--- config.mk ---
export PLATFORM = sky130hd
export DESIGN_NAME = tick_timer
export DESIGN_NICKNAME = d
export VERILOG_FILES = /design/src/rtl/tick_timer.sv
export SDC_FILE = /design/constraint.sdc
export NUM_CORES = 1
export LEC_CHECK = 0
export ABC_AREA = 0
export CORE_ASPECT_RATIO = 0.9
export CORE_MARGIN = 4
export CORE_UTILIZATION = 23
export CTS_BUF_LIST = sky130_fd_sc_hd__clkbuf_2
export CTS_CLUSTER_SIZE = 30
export DETAILED_ROUTE_END_ITERATION = 12
export PLACE_DENSITY = 0.42
export SKIP_LAST_GASP = 1
export SLEW_MARGIN = 0
export SYNTH_ARGS = -nofsm -noshare
export SYNTH_HDL_FRONTEND = slang
export SYNTH_SLANG_ARGS = --single-unit
--- constraint.sdc ---
create_clock -name clk -period 3.34 [get_ports clk]
set_input_delay 0.334 -clock clk [delete_from_list [all_inputs] [get_ports clk]]
set_output_delay 0.334 -clock clk [all_outputs]
set_load 0.1 [all_outputs]
--- src/rtl/tick_timer.sv ---
// Programmable countdown timer driven by an upstream one-cycle tick pulse.
// One-shot or periodic expiry, with pause, cancel, retrigger and a saturating expiry count.
module tick_timer #(
  parameter int WIDTH = 16,
  parameter int CNT_W = 8
) (
  input  logic             clk,
  input  logic             reset,
  input  logic             tick,
  input  logic             start,
  input  logic [WIDTH-1:0] load_val,
  input  logic             auto_reload,
  input  logic             pause,
  input  logic             cancel,
  output logic             busy,
  output logic             paused,
  output logic             done,
  output logic [WIDTH-1:0] remaining,
  output logic [CNT_W-1:0] expiries
);

  localparam logic [1:0]       ST_IDLE   = 2'd0;
  localparam logic [1:0]       ST_RUN    = 2'd1;
  localparam logic [1:0]       ST_PAUSED = 2'd2;
  localparam logic [CNT_W-1:0] EXP_MAX   = {CNT_W{1'b1}};
  localparam logic [WIDTH-1:0] CNT_ZERO  = {WIDTH{1'b0}};
  localparam logic [WIDTH-1:0] CNT_ONE   = {{(WIDTH-1){1'b0}}, 1'b1};

  logic [1:0]       state_q,     state_d;
  logic [WIDTH-1:0] remaining_q, remaining_d;
  logic [WIDTH-1:0] reload_q,    reload_d;
  logic             mode_q,      mode_d;
  logic             done_q,      done_d;
  logic [CNT_W-1:0] expiries_q,  expiries_d;
  logic             busy_q,      busy_d;
  logic             paused_q,    paused_d;

  function automatic logic [CNT_W-1:0] sat_inc(input logic [CNT_W-1:0] v);
    if (v == EXP_MAX) begin
      sat_inc = v;
    end else begin
      sat_inc = v + {{(CNT_W-1){1'b0}}, 1'b1};
    end
  endfunction

  // Next-state: cancel beats start, start beats pause/tick.
  always_comb begin
    state_d     = state_q;
    remaining_d = remaining_q;
    reload_d    = reload_q;
    mode_d      = mode_q;
    expiries_d  = expiries_q;
    done_d      = 1'b0;
    if (cancel && (state_q != ST_IDLE)) begin
      state_d     = ST_IDLE;
      remaining_d = CNT_ZERO;
    end else if (start) begin
      reload_d    = load_val;
      mode_d      = auto_reload;
      if (load_val != CNT_ZERO) begin
        state_d     = ST_RUN;
        remaining_d = load_val;
        expiries_d  = {CNT_W{1'b0}};
      end else begin
        state_d     = ST_IDLE;
        remaining_d = CNT_ZERO;
        expiries_d  = {{(CNT_W-1){1'b0}}, 1'b1};
        done_d      = 1'b1;
      end
    end else begin
      case (state_q)
        ST_IDLE: begin
          state_d = ST_IDLE;
        end
        ST_RUN: begin
          if (pause) begin
            state_d = ST_PAUSED;
          end else if (tick) begin
            if (remaining_q > CNT_ONE) begin
              remaining_d = remaining_q - CNT_ONE;
            end else begin
              done_d     = 1'b1;
              expiries_d = sat_inc(expiries_q);
              if (mode_q) begin
                remaining_d = reload_q;
              end else begin
                remaining_d = CNT_ZERO;
                state_d     = ST_IDLE;
              end
            end
          end else begin
            state_d = ST_RUN;
          end
        end
        ST_PAUSED: begin
          // Leaving pause swallows any tick in the same cycle.
          if (!pause) begin
            state_d = ST_RUN;
          end else begin
            state_d = ST_PAUSED;
          end
        end
        default: begin
          state_d     = ST_IDLE;
          remaining_d = CNT_ZERO;
        end
      endcase
    end
    busy_d   = (state_d != ST_IDLE);
    paused_d = (state_d == ST_PAUSED);
  end

  // State and output registers.
  always_ff @(posedge clk or negedge reset) begin
    if (!reset) begin
      state_q     <= ST_IDLE;
      remaining_q <= CNT_ZERO;
      reload_q    <= CNT_ZERO;
      mode_q      <= 1'b0;
      done_q      <= 1'b0;
      expiries_q  <= {CNT_W{1'b0}};
      busy_q      <= 1'b0;
      paused_q    <= 1'b0;
    end else begin
      state_q     <= state_d;
      remaining_q <= remaining_d;
      reload_q    <= reload_d;
      mode_q      <= mode_d;
      done_q      <= done_d;
      expiries_q  <= expiries_d;
      busy_q      <= busy_d;
      paused_q    <= paused_d;
    end
  end

  assign busy      = busy_q;
  assign paused    = paused_q;
  assign done      = done_q;
  assign remaining = remaining_q;
  assign expiries  = expiries_q;

endmodule

Word level (Yosys, flattened, before mapping)

Index checks and enable logic that the tools add are counted.

Memories kept: 0
Bits in read-only memories: 0
Input port bits: 23
Latch bits: 0
Word-level logic and storage cells: 64
Memory bits (writable): 0
Output and inout port bits: 27
Register bits: 46

Shift-type cells: 0
Bitwise gates (word level): 1
Div/mod/pow operators: 0
Mux-type cells: 31
Reduce and logical (&&, ||, !) cells: 11
Eq/ne operators: 10
Multiply operators: 0
Add/sub/neg operators: 2
Order comparisons: 1

Operator list:

| operator                | count |
|---|---|
| $mux W16                | 7 |
| $mux W8                 | 6 |
| $pmux W16 S2            | 1 |
| $gt A16 B1 Y1 const B   | 1 |
| $reduce_bool A16 Y1     | 1 |
| $sub A16 B1 Y16 const B | 1 |
| $mux W2                 | 7 |
| $mux W1                 | 9 |
| $add A8 B1 Y8 const B   | 1 |
| $eq A8 B8 Y1 const B    | 1 |
| $ne A4 B4 Y1 const B    | 2 |
| $reduce_bool A2 Y1      | 4 |
| $ne A2 B2 Y1 const B    | 3 |
| $reduce_and A6 Y1       | 1 |
| $eq A2 B2 Y1 const B    | 2 |
| $pmux W2 S2             | 1 |
| $ne A3 B1 Y1 const B    | 1 |
| $reduce_and A3 Y1       | 1 |
| $eq A2 B1 Y1 const B    | 1 |
| $logic_not A2 Y1        | 1 |
| $reduce_and A2 Y1       | 1 |
| $reduce_or A2 Y1        | 1 |
| $logic_and A1 B1 Y1     | 1 |
| $not A1 Y1              | 1 |

Depth between registers and ports, before layout

Depth in word-level cells: 8
Depth in mapped cells: 9
Mapped depth without buffers: 7

Worst setup path before layout

No wires, ideal clock.

Kind: flip-flop to flip-flop
Start point: register remaining_q[0] (netlist: remaining[0])
End point: register remaining_q[10] (netlist: remaining[10])
Data required time: 3.207 ns
Arrival time: 2.704 ns
Period minus slack after synthesis: 2.837 ns
Setup slack: 0.503 ns
Buffers on the path: 0
Library setup time: 0.133 ns
Cell stages (with the launch flop): 8
Cell sequence: dfrtp_1 > inv_1 > ha_1 > or3b_2 > or4_1 > or3_1 > o311ai_1 > nand2_1

Word-level cells in the longest chain between the ends: 7
Elaborated cells on any way between the ends: 8
Classes of those cells: add/sub: 1; order compare: 1; mux: 6

RTL lines:

| item                                             | line   | source |
|---|---|---|
| start: declaration                               | 30     | `logic [WIDTH-1:0] remaining_q, remaining_d;` |
| start signal: assignment                         | 126    | `remaining_q <= remaining_d;` |
| $sub A16 B1 Y16 or $gt A16 B1 Y1 (tied branches) | 80, 79 |  |
| $mux W16 *                                       | 79     | `if (remaining_q > CNT_ONE) begin` |
| $mux W16 *                                       | 78     | `end else if (tick) begin` |
| $mux W16 *                                       | 76     | `if (pause) begin` |
| $pmux W16 S2 *                                   | 71     | `case (state_q)` |
| $mux W16 *                                       | 57     | `end else if (start) begin` |
| $mux W16 *                                       | 54     | `if (cancel && (state_q != ST_IDLE)) begin` |

Every way passes the cells marked *; elsewhere a longest branch is shown, timed or not. The select of a mux whose other input is x is not followed.
A chain may end at the register's enable or synchronous reset.

Worst setup path after layout

Ends and elaborated chain as after synthesis.

==> flow_metrics.env <==
export IMPL_fin_crit_sh=0.795
export IMPL_fp_dieW_microns=125
export IMPL_start_util=0.235
export IMPL_first_pass_iters=5
export IMPL_cp_cell_sequence="inv_1, ha_1, or3b_2, or4_1, or3_1, o311ai_1, nand2_1"
export IMPL_io_buffers=49
export IMPL_slew_viol_final=0
export IMPL_powerDensity_nw_per_um2=440
export IMPL_cap_violations=0
export IMPL_slew_headroom=0.338
export IMPL_routed_wl_microns=9440
export IMPL_vias=2644
export IMPL_pwr_share_comb=0.397
export IMPL_setup_violations_final=0
export IMPL_critPathBufInv=1
export IMPL_endpoint_kind="flip-flop"
export IMPL_post_drt_wl_per_cell_microns=17.6
export IMPL_clock_skew_ps=15.7
export IMPL_synthArstFlopShare=1.00
export IMPL_drive_gt1_frac=0.0690
export IMPL_synth_edff_count=0
export IMPL_arrival_ps=3020
export IMPL_yosysUniqueCellTypes=56
export IMPL_synth_ff_type="dfrtp_1"
export IMPL_io_pins=50
export IMPL_grt_antenna_before_repair=0
export IMPL_gr_usage_all_layers=0.138
export IMPL_path_class="flip-flop to flip-flop"
export IMPL_rsz0062_at_grt="no"
export IMPL_ys_warn_count=0
export IMPL_crit_path_max_incr_delay_ps=550
export IMPL_hold_ws_ps=342
export IMPL_max_clock_path_buffers=2
export IMPL_synth_fp_nets=357
export IMPL_fin_tns_setup_ps=0
export IMPL_rr_endpoint="remaining[10]"
export IMPL_clockRootBuffer="clkbuf_2"
export IMPL_std_cell_rows=38
export IMPL_cp_data_required_time_ps=3710
export IMPL_crit_family="simple AND/OR/NAND/NOR gates"
export IMPL_switching_share=0.446
export IMPL_nets=405
export IMPL_die_h_microns=113
export IMPL_ant_nets=0
export IMPL_regToRegStartpoint="remaining[0]"
export IMPL_fp_dieArea_sq_um=14100
export IMPL_p_clk_frac=0.158
export IMPL_drt_iter0_markers=204
export IMPL_grt_pass1_vias=2626
export IMPL_finalWeightedCongestion=0.831
export IMPL_power_internal_uw=864
export IMPL_antenna_cells=0
export IMPL_fill_cells=1280
export IMPL_area_delta_synth_final_pct=25.5
export IMPL_grt_max_degree=40
export IMPL_p_sw_uw=695
export IMPL_coreArea_sq_um=12000
export IMPL_synthesis_area_sq_um=2820
export IMPL_synth_seq_cells=46
export IMPL_worstHoldPathType="input port to async pin"
export IMPL_htreeDepth=2
export IMPL_overflow=0
export IMPL_cts_tree="yes"
export IMPL_postSynthCellCount=328
export IMPL_outcome="finished, final reports clean"
export IMPL_synth_seq_area_share=0.408
export IMPL_drc=0
export IMPL_dpl_hpwl_microns=7090
export IMPL_path_max_fanout=6
export IMPL_startpoint_type="flip-flop"
export IMPL_final_cell_mix="nand2_1, clkdlybuf4s50_1, dfrtp_1"
export IMPL_cp_slowest_cell="or3b_2"
export IMPL_tightest_slew_ps=987
export IMPL_clk_pin_slew_ps=250
export IMPL_fmax_ghz=0.377
export IMPL_cts_buffers_inserted=5
export IMPL_rr_worst_depth=7
export IMPL_hold_violations=0
export IMPL_insertion_delay_ps=440
export IMPL_avgSynthCellArea_sq_um=8.61
export IMPL_vdd_ir_drop_max_uv=186
export IMPL_reg2reg_slack_ps=680
export IMPL_leakage_uw=0.00145
export IMPL_final_common_cell="nand2_1"
export IMPL_period_needed_ps=2660
export IMPL_grt_pass1_wl_microns=15400
export IMPL_p_seq_frac=0.445
export IMPL_drt_vias_per_instance=4.92
export IMPL_clkSinkCount=46
-- flip-flops by register name, summed over array words and instances (netlist names) --
name / cells
expiries: 8
paused: 1
busy: 1
done: 1
reload_q: 16
mode_q: 1
remaining: 16
state_q: 2
-- Yosys cell counts (5+ instances only) --
master	instances	area, sq um
a22oi_1	9	67.6
nand2_1	70	263
xnor2_1	9	78.8
a21oi_1	9	45.0
nor2_1	13	48.8
nand2b_1	9	56.3
nor2b_1	7	43.8
nor3_1	8	40.0
or3_1	6	37.5
dfrtp_1	46	1150
ha_1	6	75.1
or4_1	5	37.5
a21o_1	7	52.6
inv_1	11	41.3
nor4_1	7	43.8
o21ai_0	15	75.1
o22ai_1	5	31.3
nand3_1	13	65.1
clkbuf_1	12	45.0
-- through the flow --
| step | total power, uW | instances | worst slack [ps] | util | area [sq um] |
|---|---|---|---|---|---|
| floorplan | 1120 | 328 | 503 | - | 2820 |
| global placement | 1330 | 528 | 701 | 0.291 | 3490 |
| detailed placement | 1320 | 528 | 668 | 0.291 | 3490 |
| CTS | 1580 | 537 | 668 | 0.295 | 3540 |
| global route | 1670 | 537 | 500 | 0.295 | 3540 |
| finish | 1560 | 537 | 685 | 0.295 | 3540 |
-- per-layer routing --
metal,share of wire,GRT usage
met4,0.0099,0.0321
met5,0,0
met3,0.053,0.0288
met2,0.45,0.201
met1,0.49,0.209
-- power by group through the flow --
stage	Clock, uW	Combinational, uW	Sequential, uW
after global placement	0	622	706
after CTS	262	624	694
final	247	619	694
after floorplan	0	264	859
after global routing	291	671	705
after detailed placement	0	620	703
-- repair_timing --
action / in CTS / in global routing
setup buffers: 0 / 0
setup endpoints to repair: 0 / 0
hold endpoints to repair: 20 / 0
hold buffers: 1 / 0
gates resized for setup: 0 / 0
-- cells by family after synthesis --
| logic type | Yosys count | synth area share |
|---|---|---|
| simple gates | 156 | 0.283 |
| compound gates | 74 | 0.181 |
| flops | 46 | 0.408 |
| buf+inv | 27 | 0.0381 |
| xor+xnor | 13 | 0.0403 |
| mux | 6 | 0.0226 |
| fa+ha+maj | 6 | 0.0266 |
-- area by class of cell --
| cell class | count | area (sq um) | area share |
|---|---|---|---|
| Timing Repair Buffer | 57 | 548 | 0.155 |
| Inverter | 11 | 41.3 | 0.0117 |
| Multi-Input combinational cell | 255 | 1560 | 0.441 |
| Clock inverter | 2 | 8.76 | 0.00247 |
| Tap cell | 160 | 200 | 0.0565 |
| Sequential cell | 46 | 1150 | 0.325 |
| Clock buffer | 6 | 30.0 | 0.00847 |
-- worst max-delay path by stage --
stage	end	startpoint	slack, ps	cells after the start
after floorplan	remaining[10]	remaining[0]	500	7
after global placement	remaining[10]	remaining[0]	700	7
after detailed placement	remaining[10]	remaining[0]	670	7
after CTS	remaining[10]	remaining[0]	670	7
after global routing	expiries[7]	state_q[0]	500	7
final	remaining[10]	remaining[0]	680	7
No activity file was read; power rests on OpenSTA's default activity.
==> RTL edit 1, RTL diff (same settings) <==
The output `busy` loses its register stage (`busy_q` becomes a continuous assignment).
--- a/src/rtl/tick_timer.sv
+++ b/src/rtl/tick_timer.sv
@@ -121,3 +121,2 @@
       expiries_q  <= {CNT_W{1'b0}};
-      busy_q      <= 1'b0;
       paused_q    <= 1'b0;
@@ -130,3 +129,2 @@
       expiries_q  <= expiries_d;
-      busy_q      <= busy_d;
       paused_q    <= paused_d;
@@ -134,2 +132,4 @@
   end
+
+  assign busy_q = busy_d;
 
Check against the original RTL: not equivalent (Yosys sat finds a counterexample within 4 cycles, from zero or initial values and one cycle with reset low).
==> RTL edit 1 against the unedited design <==
- power is 1.3% lower
- first-iteration DRC count is 29% lower
- worst setup slack worse by 0.40 ns
- sequential cell count is 1 lower
- highest routed layer unchanged
- final area is 0.25% higher
- wire length is 0.84% lower
- area after synthesis is 0.89% lower
- final cell count is 0.37% lower
- largest power group unchanged
==> RTL edit 1: results <==
[status]
outcome = "finished, final reports clean"

[clock_network]
post-cts-setup-buffers = 0
clk_latency_ns = 0.43
cts_buffers = 5
root_buffer = "clkbuf_2"
clk_path_buf_depth = 2
ctsResizeCount = 0
clk_pin_slew_worst_paths_ns = 0.24
htree_levels = 2

[grt]
grt_pass1_vias = 2717
grt_antenna_before_repair = 0
grt.total_usage = 0.136
grt_pass1_wl_um = 15200
grt_max_degree = 30

[layout]
antenna_cells = 0
fill_cells = 1280
final_core_util = 0.304
drive_above_1_share = 0.0844
layout.cells.non_filler = 535
fin_nets = 408

[routing]
totalWireLength_um = 9360
vias = 2604
dr.first_iter.drc_count = 145
firstDrtPassIters = 4

[placed_design]
hpwlAfterDp_um = 7130
gp_congestion = 0.833
io_buffer_count = 49
pre_cts_ws_ns = 0.708
placedInstanceArea_sq_um = 3510
place_inst = 527

[logic_synthesis]
async_flop_share = 1.00
synth-xor-area-share = 0.0407
synth_compound_area_frac = 0.183
synth_ff_type = "dfrtp_1"
synth.yosys.seq_area_share = 0.403
syn-num-nets = 356
synthMuxAreaShare = 0.0228
synth-adder-area-share = 0.0268
synthTopCellsByArea = "dfrtp_1 (40%), nand2_1 (9.4%), xnor2_1 (2.8%)"
ys_types = 56
synth_common_cells = "nand2_1 (70), dfrtp_1 (45), o21ai_0 (15)"
yosys_warnings = 0
synthCells = 327
synth_edf_count = 0

[worst_hold_path]
hp-class = "primary input to asynchronous set/reset pin"

[critical_path]
critical_path.max_fanout = 6
crit_arrival_ns = 2.72

[power]
leakage_nw = 1.47
peakVddDrop_mv = 0.206

[sta]
fin_skew_ns = 0.0141
tightestPinTransition_ns = 0.978
[RTL edit 1: changes by cell type after synthesis, sizes merged]
cell,unedited run,this run
dfrtp,46,45
[RTL edit 1: final cells by class]
class | instances | area share
Multi-Input combinational cell | 255 | 0.442
Sequential cell | 45 | 0.317
Timing Repair Buffer | 61 | 0.165
Tap cell | 156 | 0.0549
Inverter | 11 | 0.0116
Clock buffer | 6 | 0.00845
Clock inverter | 1 | 0.00106
[RTL edit 1: what timing repair did]
action | CTS | global route
endpoints found under the setup margin | 0 | 0
hold endpoints to repair | 28 | 0
hold buffers | 1 | 0
[RTL edit 1: path summary, 6_finish.rpt]
check,start,endpoint,slack [ns],depth (start not counted)
worst max-delay path,remaining[0],busy,0.28,7
worst min-delay path,reset,expiries[3],0.44,2
worst max register to register,remaining[0],remaining[10],0.69,7
worst min register to register,reload_q[7],reload_q[7],0.51,2
max in group asynchronous,reset,remaining[15],2.20,3
min in group clk,auto_reload,mode_q,0.44,3
[RTL edit 1: layer usage]
metal	GRT usage	vias to the layer above	share of wire
met4	0.0307	0	0.0047
met3	0.0328	5	0.053
met2	0.217	68	0.46
li1	-	1279	-
met5	0	-	0
met1	0.187	1252	0.48
[RTL edit 1: power breakdown]
group | total (mW) | switching [mW] | internal (mW)
clock network | 0.235 | 0.187 | 0.0487
registers | 0.669 | 0.0704 | 0.599
logic | 0.635 | 0.427 | 0.208
[RTL edit 1: worst max-delay path: stages, from the launching register on]
cell	delay [ns]
dfrtp_1	0.51
inv_1	0.13
ha_1	0.31
o2111a_1	0.33
nand3_1	0.20
a221oi_1	0.45
o22ai_2	0.17
buf_12	0.19
==> RTL edit 2, RTL diff (config.mk and constraints unchanged) <==
Without the edit above. `WIDTH`: 16 -> 32.
--- a/src/rtl/tick_timer.sv
+++ b/src/rtl/tick_timer.sv
@@ -3,3 +3,3 @@
 module tick_timer #(
-  parameter int WIDTH = 16,
+  parameter int WIDTH = 32,
   parameter int CNT_W = 8
Ports: changed (resized load_val and remaining); port bits go from 50 to 82. No check against the original RTL was run, so the function may have changed too.
==> RTL edit 2 against the unedited design <==
- worst setup slack lost 0.54 ns
- sequential cell count is 32 higher
- power up 75%
- die area increased by 61%
- sequential share of layout area up 0.35 points
- critical path depth fell by 1
- area after synthesis increased by 66%
- synthesized cell count rose by 75%
- final area grew 68%
- wire length up 93%
- critical path type unchanged
- critical endpoint is now expiries[7]
- largest cell class unchanged
- highest routed layer unchanged
==> RTL edit 2: results <==
[routing]
wl_met2_um = 8460
totalWireLength_um = 18300
vias = 4709
dr.first_iter.drc_count = 401

[sta]
whs_ns = 0.0753
fin_skew_ns = 0.0393
tightestPinTransition_ns = 1.04

[status]
outcome = "finished, final reports clean"

[clock_network]
htree_levels = 3
clk_latency_ns = 0.62
cts_buffers = 9

[logic_synthesis]
syn-num-nets = 618
synth.yosys.seq_area_share = 0.416
synth_common_cells = "nand2_1 (132), dfrtp_1 (78), nor2_1 (44)"
ys_types = 54
synthTopCellsByArea = "dfrtp_1 (42%), nand2_1 (11%), o21ai_0 (4.4%)"
synthCells = 573

[placed_design]
placedInstanceArea_sq_um = 5860
io_buffer_count = 81
place_inst = 900
hpwlAfterDp_um = 13000
gp_congestion = 0.849

[grt]
met2_usage = 0.252
grt_max_degree = 52
grt_use_met1 = 0.230
grt_pass1_vias = 4756
grt.total_usage = 0.163
grt_antenna_before_repair = 1

[critical_path]
critical_path.max_fanout = 15
regToRegSetupSlack_ns = 0.15
timing.rr.start = "remaining[20]"
r2r_end = "expiries[7]"

[layout]
fin_nets = 702

[power]
leakage_nw = 2.39
[RTL edit 2: changes by cell type after synthesis, sizes merged, moves of 16 or more]
cell / unedited run / this run
a221oi: 1 / 21
clkbuf: 12 / 28
dfrtp: 46 / 78
nand2: 70 / 132
nor2: 13 / 44
o21ai: 16 / 41
[RTL edit 2: kinds of logic (layout without fill, tap and decap cells)]
| group | count (synthesis) | count (layout) | synth area share |
|---|---|---|---|
| flip-flops | 78 | 78 | 0.416 |
| XOR/XNOR | 25 | 25 | 0.0467 |
| adder cells (fa/ha/maj) | 6 | 6 | 0.0160 |
| multiplexers | 12 | 12 | 0.0256 |
| AND/OR/NAND/NOR | 276 | 276 | 0.275 |
| buffers and inverters | 51 | 140 | 0.0464 |
| AO/OA/AOI/OAI | 125 | 125 | 0.174 |
| other | 0 | 1 | 0 |
[RTL edit 2: final cells by class]
class | count | area, sq um
multi-input combinational | 444 | 2530
clock buffer | 9 | 45.0
timing repair buffer | 108 | 1010
tap | 255 | 319
sequential | 78 | 1960
clock inverter | 7 | 41.3
antenna | 1 | 2.50
inverter | 16 | 60.1
fill | 2158 | 14000
[RTL edit 2: worst max-delay path by stage]
stage               slack [ns]  cells after the start          start           to
CTS                       0.20                      6  remaining[20]  expiries[7]
floorplan                 0.04                     10  remaining[20]  expiries[5]
detailed placement        0.26                      6  remaining[20]  expiries[7]
global placement          0.32                      6  remaining[20]         busy
global route              0.09                      6  remaining[20]  expiries[6]
finish                    0.15                      6  remaining[20]  expiries[7]
[RTL edit 2: power by group]
group	leakage, nW	internal [mW]	total [mW]	switching, mW
combinational	1.37	0.312	1.07	0.762
clock	0.0511	0.0902	0.468	0.378
sequential	0.973	1.06	1.19	0.133
total	2.39	1.46	2.73	1.27
